[config.mk]
export PLATFORM = sky130hd
export DESIGN_NAME = qr_axis_col_rx
export DESIGN_NICKNAME = d
export VERILOG_FILES = /design/src/rtl/qr_axis_col_rx.sv
export SDC_FILE = /design/constraint.sdc
export NUM_CORES = 1
export LEC_CHECK = 0
export CAP_MARGIN = 15
export CORE_MARGIN = 2
export CORE_UTILIZATION = 45
export CTS_BUF_LIST = sky130_fd_sc_hd__clkbuf_8
export DETAILED_ROUTE_END_ITERATION = 8
export HOLD_SLACK_MARGIN = 0.15
export PLACE_DENSITY = 0.67
export SLEW_MARGIN = 25
export SYNTH_ARGS = -nofsm -noshare
export SYNTH_HDL_FRONTEND = slang
export SYNTH_SLANG_ARGS = --single-unit
[constraint.sdc]
create_clock -name aclk -period 10.5 [get_ports aclk]
set_input_delay 2.1 -clock aclk [delete_from_list [all_inputs] [get_ports aclk]]
set_output_delay 2.1 -clock aclk [all_outputs]
set_load 0.005 [all_outputs]
[src/rtl/qr_axis_col_rx.sv]
// AXI-Stream column receiver for the QR-CORDIC core: captures one NUM_COL-column
// matrix frame and serves it to the core through a registered read port.
module qr_axis_col_rx #(
  parameter int TBITS   = 64,
  parameter int TBYTE   = 8,
  parameter int NUM_COL = 8,
  parameter int IDX_W   = 3
) (
  input  logic               aclk,
  input  logic               areset,
  input  logic               S_AXIS_MM2S_TVALID,
  output logic               S_AXIS_MM2S_TREADY,
  input  logic [TBITS-1:0]   S_AXIS_MM2S_TDATA,
  input  logic [TBYTE-1:0]   S_AXIS_MM2S_TKEEP,
  input  logic               S_AXIS_MM2S_TLAST,
  output logic               mat_valid,
  input  logic               mat_ack,
  input  logic [IDX_W-1:0]   rd_addr,
  output logic [TBITS-1:0]   rd_data,
  output logic [IDX_W:0]     col_cnt,
  output logic               err_short,
  output logic               err_nolast
);

  localparam int CNT_W = IDX_W + 1;

  typedef enum logic [1:0] {
    IDLE,
    RECV,
    FULL
  } state_t;

  state_t state, state_next;

  logic [TBITS-1:0]   col_buf [NUM_COL];
  logic [NUM_COL-1:0] mask;
  logic [TBITS-1:0]   keep_data;
  logic [IDX_W-1:0]   wr_idx;
  logic               accept;
  logic               last_col;
  logic               frame_end;
  logic               release_buf;
  logic               rd_hit;

  assign accept      = S_AXIS_MM2S_TVALID & S_AXIS_MM2S_TREADY;
  assign wr_idx      = col_cnt[IDX_W-1:0];
  assign last_col    = (col_cnt == CNT_W'(NUM_COL - 1));
  assign frame_end   = accept & (last_col | S_AXIS_MM2S_TLAST);
  assign release_buf = (state == FULL) & mat_ack;
  assign mat_valid   = (state == FULL);
  assign rd_hit      = ({1'b0, rd_addr} < CNT_W'(NUM_COL)) && mask[rd_addr];

  // Bytes without TKEEP are stored as zero so the core never sees stale data.
  always_comb begin
    keep_data = '0;
    for (int i = 0; i < TBYTE; i++) begin
      if (S_AXIS_MM2S_TKEEP[i]) begin
        keep_data[8*i +: 8] = S_AXIS_MM2S_TDATA[8*i +: 8];
      end
    end
  end

  always_comb begin
    state_next = state;
    case (state)
      IDLE, RECV: begin
        if (accept) begin
          state_next = frame_end ? FULL : RECV;
        end
      end
      FULL: begin
        if (mat_ack) begin
          state_next = IDLE;
        end
      end
      default: state_next = IDLE;
    endcase
  end

  always_ff @(posedge aclk or posedge areset) begin
    if (areset) begin
      state <= IDLE;
    end else begin
      state <= state_next;
    end
  end

  // TREADY is a registered function of the upcoming state, independent of TVALID.
  always_ff @(posedge aclk or posedge areset) begin
    if (areset) begin
      S_AXIS_MM2S_TREADY <= 1'b0;
    end else begin
      S_AXIS_MM2S_TREADY <= (state_next != FULL);
    end
  end

  always_ff @(posedge aclk or posedge areset) begin
    if (areset) begin
      col_cnt    <= '0;
      mask       <= '0;
      err_short  <= 1'b0;
      err_nolast <= 1'b0;
    end else if (release_buf) begin
      col_cnt    <= '0;
      mask       <= '0;
      err_short  <= 1'b0;
      err_nolast <= 1'b0;
    end else if (accept) begin
      col_cnt      <= col_cnt + CNT_W'(1);
      mask[wr_idx] <= 1'b1;
      if (S_AXIS_MM2S_TLAST && !last_col) begin
        err_short <= 1'b1;
      end
      if (last_col && !S_AXIS_MM2S_TLAST) begin
        err_nolast <= 1'b1;
      end
    end
  end

  // Column storage needs no reset: the mask gates every read.
  always_ff @(posedge aclk) begin
    if (accept) begin
      col_buf[wr_idx] <= keep_data;
    end
  end

  always_ff @(posedge aclk or posedge areset) begin
    if (areset) begin
      rd_data <= '0;
    end else begin
      rd_data <= rd_hit ? col_buf[rd_addr] : '0;
    end
  end

endmodule

==> results of run 1 <==
metal layers:
| layer | vias to the layer above | share of wire [%] |
|---|---|---|
| li1 | 4538 | - |
| met1 | 5437 | 43 |
| met2 | 299 | 50 |
| met3 | 65 | 5.5 |
| met4 | 0 | 1.7 |
| met5 | - | 0 |
sequential cells by signal, summed over array words and instances (netlist names):
name	count
err_short	1
state	2
S_AXIS_MM2S_TREADY	1
err_nolast	1
mask	8
col_buf	512
col_cnt	4
rd_data	64
cells in the mapped netlist, drive strengths merged:
cell type    n  area, um2
edfxtp     512      15400
mux4       130       2930
dfrtp       81       2030
nor2        70        263
and2        65        407
mux2i       65        663
buf         34        169
clkbuf      10       37.5
o21a         9       67.6
nand2        5       18.8
nor3         5       25.0
a21oi        3       15.0
nand2b       3       18.8
nand3        3       15.0
inv          2       7.51
xor2         2       17.5
a41oi        1       8.76
ha           1       12.5
nand3b       1       7.51
nor2b        1       6.26
nor4         1       6.26
o21ai        1       5.00
o32a         1       10.0
o32ai        1       8.76
or3          1       6.26
or3b         1       8.76
logic make-up after synthesis:
kind of cell,after synthesis
buf+inv,46
compound gates,16
flops,593
simple gates,156
xor+xnor,2
mux,195
fa+ha+maj,1
per-stage QoR:
step	setup slack (ns)	instance area [um2]
after floorplan	1.35	22100
after global placement	5.32	24500
after detailed placement	5.29	24500
after CTS	5.98	26300
after global routing	5.81	26300
final	6.00	26300
power groups by stage:
stage	registers [W]	clock network (W)	logic, W
finish	0.00300	0.00181	0.000766
global placement	0.00305	0	0.000775
CTS	0.00301	0.00187	0.000787
detailed placement	0.00305	0	0.000786
floorplan	0.00305	0	0.000384
global route	0.00303	0.00197	0.000831
cell usage in the layout, fill, tap and decap left out, types with 2 or more instances in the layout:
master and instances:
a21oi_1 3, and2_1 65, buf_4 20, clkbuf_8 109, clkdlybuf4s50_1 148, clkinv_1 10
clkinv_2 8, clkinvlp_4 3, dfrtp_1 81, edfxtp_1 512, inv_1 42, inv_6 3
mux2i_1 64, mux4_2 130, nand2_1 5, nand2b_1 3, nand3_1 3, nor2_1 67
nor2_4 3, nor3_2 4, o21a_1 9, xor2_1 2
worst paths after layout:
| kind | startpoint | end |
|---|---|---|
| max | S_AXIS_MM2S_TVALID | col_buf[1][27] |
| max in group asynchronous | areset | rd_data[8] |
| max reg2reg | S_AXIS_MM2S_TREADY | col_buf[1][27] |
| min reg2reg | state[1] | state[0] |
| min | state[1] | state[0] |
| min in group asynchronous | areset | rd_data[35] |
worst max-delay path, delay by kind of cell:
kind          cells  cell delay [ns]
buf+inv           2             1.46
simple gates      2             1.15
area by class of cell:
| type | instances | area, um2 | area share [%] |
|---|---|---|---|
| Clock inverter | 66 | 297 | 1.13 |
| Sequential cell | 593 | 17400 | 66.2 |
| Timing Repair Buffer | 171 | 1690 | 6.41 |
| Clock buffer | 109 | 1500 | 5.71 |
| Inverter | 2 | 10.0 | 0.0381 |
| Multi-Input combinational cell | 370 | 4570 | 17.4 |
| Tap cell | 664 | 831 | 3.16 |
==> flow_summary.ini, run 1 <==
[clock_tree]
post-cts-setup-buffers = 0
ctsResizeCount = 0
hold_buffers = 0
clock-root-buffer = clkbuf_8
cts.sink_count = 593
cts_buffer_depth = 3
clk_pin_slew_ns = 0.06
clk_latency_ns = 0.66
numCtsBuffers = 93
cts_tree = built
htreeDepth = 3

[timing]
grt_setup_unrepaired = false
tns_ns = 0
worst_hold_slack_ns = 0.476
fin_crit_sh_pct = 42.9
worst_pin_slew_ns = 0.995
fmax_mhz = 222
finalCriticalPeriod_ns = 4.50
setup_viol = 0
drv_slew = 0
fin_skew_ns = 0.0335
relSlewSlack_pct = 33.7
finalHoldViolCount = 0

[logic_synthesis]
syn_inst = 1009
synthAdderAreaFrac_pct = 0.0565
syn_area_per_cell_um2 = 21.9
yosys.area_share.simple_pct = 3.53
muxShareOfSynthArea_pct = 16.2
synth_seq_cells = 593
synthXorXnorAreaFrac_pct = 0.0791
synth_top_family_by_area = multiplexers
ys_warn_count = 0
yosysSeqAreaShare_pct = 78.6
synth_fp_nets = 1090
synthDistinctLibCells = 29
synth_area_um2 = 22100
synth_compound_area_share_pct = 0.520

[setup_path]
cp_max_fo = 56
crit_arrival_ns = 4.76
cp.required_ns = 10.75
slowest_stage = buf_4
endpoint_kind = flop
reg2reg_depth = 3
startpoint_type = primary input
rrSetupSlack_ns = 7.57
path_class = in -> reg
slowest_delay_ns = 0.90
crit_chain = clkdlybuf4s50_1, nand2_1, nor3_2, buf_4

[floorplanning]
die_x_um = 226
rows = 81
core_um2 = 48700
initial_core_util_pct = 45.4
die_h_um = 226
io_pins = 152
die-area_um2 = 51000

[route]
routedWlPerCell_um = 22.0
viasPerCell = 5.23
ant_nets = 0
drcViolationCount = 0
drt_iter0_markers = 656
dr.pass1.iters = 4
wirelength_um = 43500
vias = 10339

[global_route]
grt-ovfl-total = 0
met1_usage_pct = 23.5
grt_max_degree = 71
grt_pass1_vias = 11058
grt_use_met3_pct = 3.67
use_met2_pct = 29.2
grt_pass1_wl_um = 65200
antenna_found_initial = 0
grt_usage_pct = 17.5
grt-busiest-layer = met2

[final_layout]
instances_no_fill = 1975
n_fill_cell = 3727
fin_util_pct = 53.9
fin_nets = 1312
antennaDiodeCount = 0
syn_to_final_growth_pct = 18.8
drive_gt1_share_pct = 22.0

[pwr]
netSwitchingFraction_pct = 24.6
p_seq_share_pct = 53.8
clockPowerShare_pct = 32.5
p_leak_nw = 9.15
design_power_total_w = 0.00558
pwr-share-comb_pct = 13.7
power.internal_w = 0.00421
power.density_nw_per_um2 = 212
ir_drop_uv = 121
p_switching_w = 0.00138

[placed_design]
post-dp-hpwl_um = 23400
numPortBuffers = 151
gp_congestion = 0.725
place_inst = 1799

[worst_hold_path]
min_path_cells = 1
hp-class = reg -> reg

[flow_run]
maxCapViolations = 0

[run_status]
outcome = complete, no violations
Note: power is estimated with default switching activity, not from simulation.
==> run 2, diff against run 1 <==
--- a/config.mk
+++ b/config.mk
@@ -11,7 +11,7 @@
 export CTS_BUF_LIST = sky130_fd_sc_hd__clkbuf_8
 export DETAILED_ROUTE_END_ITERATION = 8
 export HOLD_SLACK_MARGIN = 0.15
-export PLACE_DENSITY = 0.67
+export PLACE_DENSITY = 0.69
 export SLEW_MARGIN = 25
 export SYNTH_ARGS = -nofsm -noshare
 export SYNTH_HDL_FRONTEND = slang
==> constraint.sdc (replaced) <==
create_clock -name aclk -period 3.88 [get_ports aclk]
set_input_delay 0.776 -clock aclk [delete_from_list [all_inputs] [get_ports aclk]]
set_output_delay 0.776 -clock aclk [all_outputs]
set_load 0.005 [all_outputs]
==> run 2 against run 1 <==
  * Clock skew is 0.0054 ns lower
  * Flip-flop and latch count unchanged
  * Register-to-register slack got worse by 6.2 ns
  * Highest routed layer unchanged
==> flow_summary.ini, run 2 (synthesis results as in run 1) <==
[run_status]
outcome = complete, no violations

[timing]
tns_ns = 0
grt_setup_unrepaired = false
final.setup.worst_slack_ns = 1.09
relSlewSlack_pct = 47.4
fin_skew_ns = 0.0281
drv_slew = 0
fin_crit_sh_pct = 71.9
fmax_mhz = 358
setup_viol = 0
worst_hold_slack_ns = 0.467
worst_pin_slew_ns = 0.789
finalCriticalPeriod_ns = 2.79
finalHoldViolCount = 0

[clock_tree]
htreeDepth = 3
cts_tree = built
numCtsBuffers = 93
ctsResizeCount = 0
clk_pin_slew_ns = 0.06
cts.sink_count = 593
cts_buffer_depth = 3
clock-root-buffer = clkbuf_8
hold_buffers = 0
clk_latency_ns = 0.66
post-cts-setup-buffers = 0

[pwr]
pwr-share-comb_pct = 13.8
p_seq_share_pct = 52.8
clockPowerShare_pct = 33.4
design_power_total_w = 0.0154
power.density_nw_per_um2 = 580
p_switching_w = 0.00374
power.internal_w = 0.0117
ir_drop_uv = 236
p_leak_nw = 9.22
netSwitchingFraction_pct = 24.3

[placed_design]
dp_slack_ns = 0.823
numPortBuffers = 151
gp_congestion = 0.723
place_inst = 1806
post-dp-hpwl_um = 25000

[setup_path]
path_depth = 1
crit_family = flip-flops
rrSetupSlack_ns = 1.40
crit_arrival_ns = 2.01
cp.required_ns = 3.10
slowest_stage = dfrtp_1
cp_max_fo = 8
endpoint_kind = output port
cp-endpoint = col_cnt[2]
r2r_start = col_cnt[2]
path_class = reg -> out
slowest_delay_ns = 0.70
crit_chain = clkdlybuf4s50_1
reg2reg_depth = 3
worst-path-buf-inv = 1
r2r_end = col_buf[5][47]
startpoint_type = flop
crit_path_start = col_cnt[2]

[global_route]
grt-ovfl-total = 0
grt_usage_pct = 18.0
met1_usage_pct = 24.1
use_met2_pct = 29.7
grt_pass1_wl_um = 67400
grt_max_degree = 56
antenna_found_initial = 1
grt_use_met3_pct = 4.12
grt_pass1_vias = 11270
grt-busiest-layer = met2

[final_layout]
antennaDiodeCount = 0
syn_to_final_growth_pct = 19.8
instances_no_fill = 1981
largest_register_ffs = 512
final_common_cell = edfxtp_1
regMostFlops = col_buf
reg.largest.list = col_buf x512, rd_data x64, mask x8
mostFrequentLayoutCells = edfxtp_1 (512), clkdlybuf4s50_1 (148), mux4_2 (130)
drive_gt1_share_pct = 22.2
fin_nets = 1318

[route]
drt_iter0_markers = 784
drcViolationCount = 0
dr.pass1.iters = 5
vias = 10409
wirelength_um = 44200
ant_nets = 0
routedWlPerCell_um = 22.3
viasPerCell = 5.25

[worst_hold_path]
hp-class = in -> async

[floorplanning]
io_pins = 152
die-area_um2 = 51000
core_um2 = 48700
die_x_um = 226
initial_core_util_pct = 45.4
rows = 81
die_h_um = 226

[flow_run]
maxCapViolations = 0
## run 2: changes by cell type in the layout (fill, tap and decap cells not counted), moves of 2 or more
cell,before,now
clkbuf_8,109,116
nor3_4,0,4
clkinv_2,8,2
nor3_2,4,0
bufinv_16,0,2
inv_1,42,37
clkinv_1,10,16
buf_12,0,6
clkinvlp_4,3,1
## run 2: through the flow
| stage | area [um2] | util (%) |
|---|---|---|
| finish | 26500 | 54.4 |
| global route | 26500 | 54.4 |
| CTS | 26500 | 54.4 |
| detailed placement | 24600 | 50.5 |
| global placement | 24600 | 50.5 |
| floorplan | 22200 | - |
## run 2: cell type report
type	instances	area [um2]
Sequential cell	593	17400
Tap cell	664	831
Inverter	2	10.0
Fill cell	3744	22200
Timing Repair Buffer	177	1790
Clock buffer	116	1600
Multi-Input combinational cell	370	4600
Clock inverter	59	290
## run 2: per-layer routing
metal / vias to the layer above / wire length (um) / share of wire, %
met4: 0 / 608 / 1.4
met1: 5525 / 18900 / 43
met3: 48 / 2680 / 6.1
li1: 4542 / - / -
met2: 294 / 21900 / 50
met5: - / 0 / 0
## run 2: worst min-delay path by stage
| stage | slack, ns | from | end | depth (start not counted) |
|---|---|---|---|---|
| floorplan | 0.44 | state[1] | state[0] | 1 |
| global placement | 0.46 | state[1] | state[0] | 1 |
| detailed placement | 0.48 | mask[5] | mask[5] | 1 |
| CTS | 0.44 | areset | rd_data[45] | 2 |
| global route | 0.48 | areset | rd_data[45] | 2 |
| finish | 0.47 | areset | rd_data[45] | 2 |
## run 2: power by group through the flow
stage | Sequential [W] | Clock [W] | Combinational (W)
3_3_place_gp | 0.00822 | 0 | 0.00214
2_1_floorplan | 0.00821 | 0 | 0.00105
4_1_cts | 0.00813 | 0.00529 | 0.00218
6_report | 0.00812 | 0.00514 | 0.00213
3_5_place_dp | 0.00825 | 0 | 0.00218
5_1_grt | 0.00819 | 0.00555 | 0.00231
